`config.mk`:
```
export PLATFORM = sky130hd
export DESIGN_NAME = reg_dst_queue_flat
export DESIGN_NICKNAME = d
export VERILOG_FILES = /design/src/rtl/reg_dst_queue_if.sv /design/src/rtl/reg_dst_queue.sv /design/src/flat_wrapper.sv
export SDC_FILE = /design/constraint.sdc
export NUM_CORES = 1
export LEC_CHECK = 0
export CAP_MARGIN = 5
export CORE_MARGIN = 2
export CORE_UTILIZATION = 45
export CTS_CLUSTER_DIAMETER = 200
export CTS_CLUSTER_SIZE = 8
export DETAILED_ROUTE_END_ITERATION = 8
export GPL_TIMING_DRIVEN = 1
export PLACE_DENSITY = 0.79
export SLEW_MARGIN = 40
export SYNTH_ARGS = -nofsm -noshare
export SYNTH_HDL_FRONTEND = slang
export SYNTH_SLANG_ARGS = --single-unit
```
`constraint.sdc`:
```
create_clock -name clk -period 6.9 [get_ports clk]
set_clock_uncertainty 0.2 [all_clocks]
set_input_delay 0.69 -clock clk [delete_from_list [all_inputs] [get_ports clk]]
set_output_delay 0.69 -clock clk [all_outputs]
set_load 0.005 [all_outputs]
```
`src/rtl/reg_dst_queue_if.sv`:
```
// Interface bundling the instruction fields, destination select, queue
// handshake and status/hazard outputs of reg_dst_queue.
// master: issue/write-back side driving the queue; slave: the queue itself.
interface reg_dst_queue_if #(
    parameter int ADDR_W = 5,
    parameter int DEPTH  = 4
);
    localparam int CNT_W = $clog2(DEPTH + 1);

    logic [ADDR_W-1:0] rs_addr;
    logic [ADDR_W-1:0] rt_addr;
    logic [ADDR_W-1:0] rd_addr;
    logic [2:0]        reg_dst;
    logic              push;
    logic              pop;
    logic [ADDR_W-1:0] dst_out;
    logic              dst_valid;
    logic [CNT_W-1:0]  count;
    logic              full;
    logic              empty;
    logic              push_err;
    logic              pop_err;
    logic              hazard_rs;
    logic              hazard_rt;

    modport master (
        output rs_addr, rt_addr, rd_addr, reg_dst, push, pop,
        input  dst_out, dst_valid, count, full, empty,
        input  push_err, pop_err, hazard_rs, hazard_rt
    );

    modport slave (
        input  rs_addr, rt_addr, rd_addr, reg_dst, push, pop,
        output dst_out, dst_valid, count, full, empty,
        output push_err, pop_err, hazard_rs, hazard_rt
    );
endinterface

```
`src/rtl/reg_dst_queue.sv`:
```
// Register-destination selector feeding an in-order queue of outstanding
// register writes. The head entry is presented show-ahead (registered) for
// the write-back stage, which pops it as each write commits.
// Optional macro REG_DST_HAZARD_CHECK_EN enables RAW hazard flags on rs/rt
// against all occupied entries; without it the hazard outputs are tied low.
module reg_dst_queue #(
    parameter int ADDR_W   = 5,
    parameter int DEPTH    = 4,
    parameter int LINK_REG = 31,
    parameter int SP_REG   = 29
) (
    input  logic           clk,
    input  logic           reset_n,
    reg_dst_queue_if.slave q
);
    localparam int PTR_W = $clog2(DEPTH);
    localparam int CNT_W = $clog2(DEPTH + 1);

    logic [ADDR_W-1:0] mem [DEPTH];
    logic [PTR_W-1:0]  rd_ptr;
    logic [PTR_W-1:0]  wr_ptr;
    logic [PTR_W-1:0]  rd_next;
    logic [CNT_W-1:0]  cnt;
    logic [CNT_W-1:0]  cnt_next;
    logic [ADDR_W-1:0] sel;
    logic [ADDR_W-1:0] head_next;
    logic              is_full;
    logic              is_empty;
    logic              do_push;
    logic              do_pop;

    // Destination select decode; reserved codes map to index 0 (discarded write).
    always_comb begin
        sel = '0;
        case (q.reg_dst)
            3'b000:  sel = q.rs_addr;
            3'b001:  sel = ADDR_W'(LINK_REG);
            3'b010:  sel = ADDR_W'(SP_REG);
            3'b011:  sel = q.rt_addr;
            3'b100:  sel = q.rd_addr;
            default: sel = '0;
        endcase
    end

    assign is_full  = (cnt == CNT_W'(DEPTH));
    assign is_empty = (cnt == '0);
    // A push into a full queue is still legal when a pop frees the head slot.
    assign do_push  = q.push && (!is_full || q.pop);
    assign do_pop   = q.pop && !is_empty;
    assign rd_next  = do_pop ? rd_ptr + PTR_W'(1) : rd_ptr;

    // Next occupancy from accepted push/pop.
    always_comb begin
        cnt_next = cnt;
        if (do_push && !do_pop)
            cnt_next = cnt + CNT_W'(1);
        else if (!do_push && do_pop)
            cnt_next = cnt - CNT_W'(1);
    end

    // Next head value: bypass the incoming entry when it lands at the new head.
    always_comb begin
        head_next = '0;
        if (cnt_next != '0) begin
            if (do_push && (wr_ptr == rd_next))
                head_next = sel;
            else
                head_next = mem[rd_next];
        end
    end

    // Queue storage, pointers, registered head and error pulses.
    always_ff @(posedge clk) begin
        if (!reset_n) begin
            for (int i = 0; i < DEPTH; i++)
                mem[i] <= '0;
            rd_ptr     <= '0;
            wr_ptr     <= '0;
            cnt        <= '0;
            q.dst_out  <= '0;
            q.push_err <= 1'b0;
            q.pop_err  <= 1'b0;
        end else begin
            if (do_push) begin
                mem[wr_ptr] <= sel;
                wr_ptr      <= wr_ptr + PTR_W'(1);
            end
            rd_ptr     <= rd_next;
            cnt        <= cnt_next;
            q.dst_out  <= head_next;
            q.push_err <= q.push && is_full && !q.pop;
            q.pop_err  <= q.pop && is_empty;
        end
    end

    assign q.count     = cnt;
    assign q.full      = is_full;
    assign q.empty     = is_empty;
    assign q.dst_valid = !is_empty;

`ifdef REG_DST_HAZARD_CHECK_EN
    logic [PTR_W-1:0] off;
    logic             hz_rs;
    logic             hz_rt;

    // Compare rs/rt against every occupied slot; index 0 never hazards.
    always_comb begin
        hz_rs = 1'b0;
        hz_rt = 1'b0;
        off   = '0;
        for (int i = 0; i < DEPTH; i++) begin
            off = PTR_W'(i) - rd_ptr;
            if (CNT_W'(off) < cnt) begin
                if ((q.rs_addr != '0) && (mem[i] == q.rs_addr))
                    hz_rs = 1'b1;
                if ((q.rt_addr != '0) && (mem[i] == q.rt_addr))
                    hz_rt = 1'b1;
            end
        end
    end

    assign q.hazard_rs = hz_rs;
    assign q.hazard_rt = hz_rt;
`else
    assign q.hazard_rs = 1'b0;
    assign q.hazard_rt = 1'b0;
`endif
endmodule

```
`src/flat_wrapper.sv`:
```
// flat-port wrapper written by rule: the top's interface ports become plain ports
module reg_dst_queue_flat 
#(
    parameter int ADDR_W   = 5,
    parameter int DEPTH    = 4,
    parameter int LINK_REG = 31,
    parameter int SP_REG   = 29
)
  (clk, reset_n, q_rs_addr, q_rt_addr, q_rd_addr, q_reg_dst, q_push, q_pop, q_dst_out, q_dst_valid, q_count, q_full, q_empty, q_push_err, q_pop_err, q_hazard_rs, q_hazard_rt);
  reg_dst_queue_if #(.ADDR_W(ADDR_W), .DEPTH(DEPTH)) q_i ();
  input  logic clk;
  input  logic reset_n;
  input wire logic [$bits(q_i.rs_addr)-1:0] q_rs_addr;
  input wire logic [$bits(q_i.rt_addr)-1:0] q_rt_addr;
  input wire logic [$bits(q_i.rd_addr)-1:0] q_rd_addr;
  input wire logic [$bits(q_i.reg_dst)-1:0] q_reg_dst;
  input wire logic [$bits(q_i.push)-1:0] q_push;
  input wire logic [$bits(q_i.pop)-1:0] q_pop;
  output wire logic [$bits(q_i.dst_out)-1:0] q_dst_out;
  output wire logic [$bits(q_i.dst_valid)-1:0] q_dst_valid;
  output wire logic [$bits(q_i.count)-1:0] q_count;
  output wire logic [$bits(q_i.full)-1:0] q_full;
  output wire logic [$bits(q_i.empty)-1:0] q_empty;
  output wire logic [$bits(q_i.push_err)-1:0] q_push_err;
  output wire logic [$bits(q_i.pop_err)-1:0] q_pop_err;
  output wire logic [$bits(q_i.hazard_rs)-1:0] q_hazard_rs;
  output wire logic [$bits(q_i.hazard_rt)-1:0] q_hazard_rt;
  assign q_i.rs_addr = q_rs_addr;
  assign q_i.rt_addr = q_rt_addr;
  assign q_i.rd_addr = q_rd_addr;
  assign q_i.reg_dst = q_reg_dst;
  assign q_i.push = q_push;
  assign q_i.pop = q_pop;
  assign q_dst_out = q_i.dst_out;
  assign q_dst_valid = q_i.dst_valid;
  assign q_count = q_i.count;
  assign q_full = q_i.full;
  assign q_empty = q_i.empty;
  assign q_push_err = q_i.push_err;
  assign q_pop_err = q_i.pop_err;
  assign q_hazard_rs = q_i.hazard_rs;
  assign q_hazard_rt = q_i.hazard_rt;
  reg_dst_queue #(.ADDR_W(ADDR_W), .DEPTH(DEPTH), .LINK_REG(LINK_REG), .SP_REG(SP_REG)) u_core (.clk(clk), .reset_n(reset_n), .q(q_i));
endmodule
```
Yosys cells after proc, flatten, opt, wreduce, memory -nomap -nowiden
Memories as Yosys holds them, arrays and structs flattened. A register that Yosys moved wholly into a read port is not among the register bits.
Index checks and enable logic that the tools add are counted.
{"block": "word_totals", "ff_bits": 9, "latchBits": 0, "ramBits": 20, "romBits": 0, "elab_cells": 45, "mem_count": 1}
{"name": "u_core.mem", "words": 4, "word_bits": 5, "read_ports": 1, "rd_ports_with_merged_regs": 1, "wr": 4, "line_no": "reg_dst_queue.sv:19", "text": "logic [ADDR_W-1:0] mem [DEPTH];"}
{"block": "op_classes", "addsub": 4, "mul": 0, "n_div": 0, "magnitude_cmp": 0, "n_eq_ne": 5, "n_shift": 0, "muxes": 11, "n_bitwise": 0, "n_reduce_logical": 19}
{"cell": "$pmux 5 s5", "n": 1}
{"cell": "$logic_and 1x1->1", "n": 7}
{"cell": "$eq 3x2->1 const B", "n": 2}
{"cell": "$eq 3x3->1 const B", "n": 2}
{"cell": "$logic_not 1->1", "n": 6}
{"cell": "$logic_not 3->1", "n": 2}
{"cell": "$mux 3", "n": 2}
{"cell": "$mux 1", "n": 5}
{"cell": "$mux 5", "n": 1}
{"cell": "$reduce_or 5->1", "n": 1}
{"cell": "$add 2x1->2 const B", "n": 2}
{"cell": "$mux 2", "n": 2}
{"cell": "$add 3x1->3 const B", "n": 1}
{"cell": "$eq 3x1->1 const B", "n": 1}
{"cell": "$reduce_bool 3->1", "n": 1}
{"cell": "$sub 3x1->3 const B", "n": 1}
{"cell": "$reduce_and 2->1", "n": 1}
{"cell": "$logic_or 1x1->1", "n": 1}

Depth between registers and ports, before layout
{"block": "depth", "ltp_word": 11, "ltp_mapped": 10}

Worst setup path before layout
OpenSTA, ideal clock, no wires.
{"block": "synth_timing", "path_type": "register -> register", "from": "register u_core.cnt[0], in the netlist u_core.q.count[0]", "to": "register u_core.q.dst_out[0] (read register of u_core.mem)", "setup_time_ns": 0.145, "arrival_ns": 1.951, "path_slack_ns": 4.604, "stages_incl_launch_ff": 11, "path_buffers": 2, "path_cell_list": "dfxtp_1 -> inv_1 -> ha_1 -> nand2b_1 -> buf_6 -> and2_4 -> buf_8 -> xnor3_1 -> a32o_2 -> nor2_1 -> a211oi_1"}
{"item": "start, declared", "line_no": "reg_dst_queue.sv:23", "text": "logic [CNT_W-1:0] cnt;"}
{"item": "start signal, assigned", "line_no": "reg_dst_queue.sv:89", "text": "cnt <= cnt_next;"}
{"item": "$logic_not 3->1 *", "line_no": "reg_dst_queue.sv:46", "text": "assign is_empty = (cnt == '0);"}
{"item": "$logic_not 1->1 *"}
{"item": "via q_dst_valid", "line_no": "flat_wrapper.sv:20", "text": "output wire logic [$bits(q_i.dst_valid)-1:0] q_dst_valid;"}
{"item": "$logic_and 1x1->1 *", "line_no": "reg_dst_queue.sv:49", "text": "assign do_pop = q.pop && !is_empty;"}
{"item": "$logic_and 1x1->1 / $logic_not 1->1 (equally long branches)", "line_no": "reg_dst_queue.sv:57, reg_dst_queue.sv:55"}
{"item": "$mux 3 / $logic_and 1x1->1 (equally long branches)", "line_no": "reg_dst_queue.sv:57, reg_dst_queue.sv:55"}
{"item": "$mux 3", "line_no": "reg_dst_queue.sv:55", "text": "if (do_push && !do_pop)"}
{"item": "$reduce_bool 3->1", "line_no": "reg_dst_queue.sv:64", "text": "if (cnt_next != '0) begin"}
{"item": "$reduce_and 2->1 (no line)"}
{"item": "$logic_not 1->1 (no line)"}
{"item": "end, declared", "line_no": "reg_dst_queue_if.sv:34", "text": "output dst_out, dst_valid, count, full, empty,"}
Mark *: on every way through the listed nets, which the timed path passes. The rest lies on a longest branch.
A chain may end at the register's enable or synchronous reset.

Final worst setup path
{"block": "layout_timing", "from": "input reset_n", "to": "register u_core.q.dst_out[3] (read register of u_core.mem)"}
{"block": "layout_via", "elab_chain_len": 2}
{"item": "start, declared", "line_no": "flat_wrapper.sv:12", "text": "input logic reset_n;"}
{"item": "$reduce_and 2->1 (no line)"}
{"item": "$logic_not 1->1 (no line)"}
Every way passes these cells.

==> flow_summary.ini <==
[status]
status = complete, no violations

[layout]
drive_above_1_share_pct = 8.60
final_nets = 245
final_common_cell = clkdlybuf4s50_1
synthToLayoutAreaGrowth_pct = 22.6
instances_no_fill = 273
diodes = 0
mostFrequentLayoutCells = clkdlybuf4s50_1, nor2_1, edfxtp_1
fillers = 371

[die]
core_um2 = 4350
initial_core_util_pct = 46.9
die_w_um = 71.3
die_y_um = 71.3
ios = 37
rows = 24
die_area_um2 = 5090

[global_routing]
gr-total-overflow = 0
grt_pass1_vias = 1384
grt_pass1_wl_um = 6350
grt_max_degree = 14
track_usage_pct = 16.1
antenna_found_initial = 0

[synthesis]
synth_top_area_cell = edfxtp_1
synthArstFlopShare_pct = 0
yosys_warnings = 0
synth_edf_count = 20
synthTopCellsByArea = edfxtp_1, dfxtp_1, mux4_1
ys_seq_area_share_pct = 43.2
syn_area_per_cell_um2 = 10.8
yosysTopAreaCellShare_pct = 29.4
synth_flop_cell = edfxtp_1
syn_inst = 189
synth-seq-cells = 34
syn-cell-area_um2 = 2040
synthDistinctLibCells = 47

[worst_setup_path]
arrival_ns = 2.84
r2r_slack_ns = 4.24
cp_data_required_time_ns = 6.89
critPathLaunchType = primary input
reg2regPathDepth = 8
worstReg2RegStart = u_core.q.count[0]
path_class = primary input to flip-flop
worstPathMaxFanout = 13
end_kind = flip-flop
crit_start = reset_n
r2r_end = u_core.q.dst_out[3]

[sta]
fmax_ghz = 0.351
rsz0062_at_grt = no
tightest_slew_ns = 0.723
slew_violations = 0
totalNegativeSetupSlack_ns = 0
relSlewSlack_pct = 51.3
hold_violations = 0
setup_slack_ns = 4.05
min_period_ns = 2.85
finalCritPeriodShare_pct = 41.3
setup_viol = 0

[detailed_routing]
m1WireLength_um = 1690
highest_layer = met4
wl_met2_um = 1800
wl_per_cell_um = 13.7
ant_nets = 0
drt_iter0_drc = 50
via_count = 1494
dr_wl_met3_um = 213
detail_route.vias_per_cell = 5.47
post-route-drc-count = 0
drt_wl_total_um = 3750
dr.pass1.iters = 4

[clocking]
clock_sinks = 34
cts_tree = built
clkTransAtPathRegs_ns = 0.07
htreeDepth = 2
post_cts_buffers = 0
ctsHoldBuffers = 0
root_buffer = clkbuf_8
cts_resized = 0
clock_path_buffers = 2
numCtsBuffers = 5
worstSkewPairLatency_ns = 0.28

[worst_hold_path]
worstHoldPathCells = 3
min_to = u_core.wr_ptr[1]
hold_path_class = flip-flop to flip-flop
worstHoldStart = u_core.wr_ptr[1]

[pwr]
p_total_mw = 0.809
p_per_area_nw_per_um2 = 324
p_leak_nw = 0.992
ir_drop_mv = 0.126

[placement]
gp_congestion = 0.784
dp_hpwl_um = 2950
post-place-cells = 265
portBuffers = 34
dp_slack_ns = 3.74

[flow_run]
maxCapViolations = 0
==> metrics by stage <==
| step | utilization, % | hold slack (ns) | area, um^2 |
|---|---|---|---|
| 3_3_place_gp | 54.3 | 0.377 | 2360 |
| 5_1_grt | 57.4 | 0.452 | 2500 |
| 3_5_place_dp | 54.3 | 0.374 | 2360 |
| 6_report | 57.4 | 0.391 | 2500 |
| 2_1_floorplan | - | 0.342 | 2040 |
| 4_1_cts | 57.4 | 0.391 | 2500 |
==> power by group <==
group / leakage [nW] / internal [mW] / switching, mW / total (mW)
sequential: 0.323 / 0.251 / 0.0251 / 0.276
clock: 0.0683 / 0.145 / 0.0737 / 0.218
combinational: 0.600 / 0.174 / 0.141 / 0.315
==> sequential cells by signal, indices dropped and copies added, names as in the netlist <==
name	count
u_core.mem	20
u_core.q.dst_out	5
u_core.q.count	3
u_core.rd_ptr	2
u_core.wr_ptr	2
u_core.q.pop_err	1
u_core.q.push_err	1
==> worst max-delay path, stage by stage <==
cell,delay [ns]
clkdlybuf4s50_1,0.73
inv_1,0.18
a311oi_1,0.28
o21ai_0,0.14
a211oi_2,0.38
nor2_1,0.18
a211oi_1,0.25
==> worst max path at each step <==
| stage | to | slack [ns] | cells after the start |
|---|---|---|---|
| after global placement | u_core.q.dst_out[2] | 3.83 | 7 |
| after floorplan | u_core.q.dst_out[0] | 4.60 | 10 |
| after global routing | u_core.mem[1][4] | 3.88 | 5 |
| final | u_core.q.dst_out[3] | 4.05 | 7 |
| after CTS | u_core.q.dst_out[3] | 4.05 | 7 |
| after detailed placement | u_core.q.dst_out[3] | 3.74 | 7 |
==> cell families (layout without fill, tap and decap cells) <==
group                    count (synthesis)  in the layout  share of synthesized area (%)
AND/OR/NAND/NOR                         61             61                           14.8
AO/OA/AOI/OAI                           40             40                           13.4
flip-flops                              34             34                           43.2
buffers and inverters                   27             58                           7.17
multiplexers                            17             17                           16.2
XOR/XNOR                                 6              6                           3.25
adder cells (fa/ha/maj)                  3              3                           1.84
other                                    1              2                          0.184
==> metal layers <==
metal | vias to the layer above | global-route usage (%)
met2 | 44 | 26.0
met3 | 4 | 3.38
met5 | - | 0
met4 | 0 | 5.03
li1 | 748 | -
met1 | 698 | 21.8
==> cells in the mapped netlist (2+ instances only) <==
| library cell | instances |
|---|---|
| nor2b_1 | 5 |
| mux4_4 | 2 |
| clkbuf_1 | 4 |
| buf_4 | 2 |
| nor2_1 | 22 |
| ha_1 | 3 |
| mux4_1 | 8 |
| edfxtp_1 | 20 |
| o21ai_0 | 14 |
| o2111ai_1 | 4 |
| nand2_1 | 12 |
| inv_1 | 15 |
| nand3_1 | 5 |
| and2_1 | 4 |
| mux2i_1 | 7 |
| a211oi_1 | 5 |
| dfxtp_1 | 14 |
| o21a_1 | 5 |
| nand2b_1 | 2 |
| and2_2 | 2 |
| xnor2_1 | 4 |
| a21oi_1 | 4 |
| nand3b_1 | 2 |
==> cell type report <==
cell class / count / area (um^2) / area share (%)
Inverter: 16 / 60.1 / 2.40
Clock buffer: 5 / 68.8 / 2.75
Timing Repair Buffer: 34 / 340 / 13.6
Sequential cell: 34 / 881 / 35.2
Tap cell: 52 / 65.1 / 2.60
Multi-Input combinational cell: 129 / 1020 / 40.7
Clock inverter: 3 / 68.8 / 2.75
(Power assumes the default switching activity.)
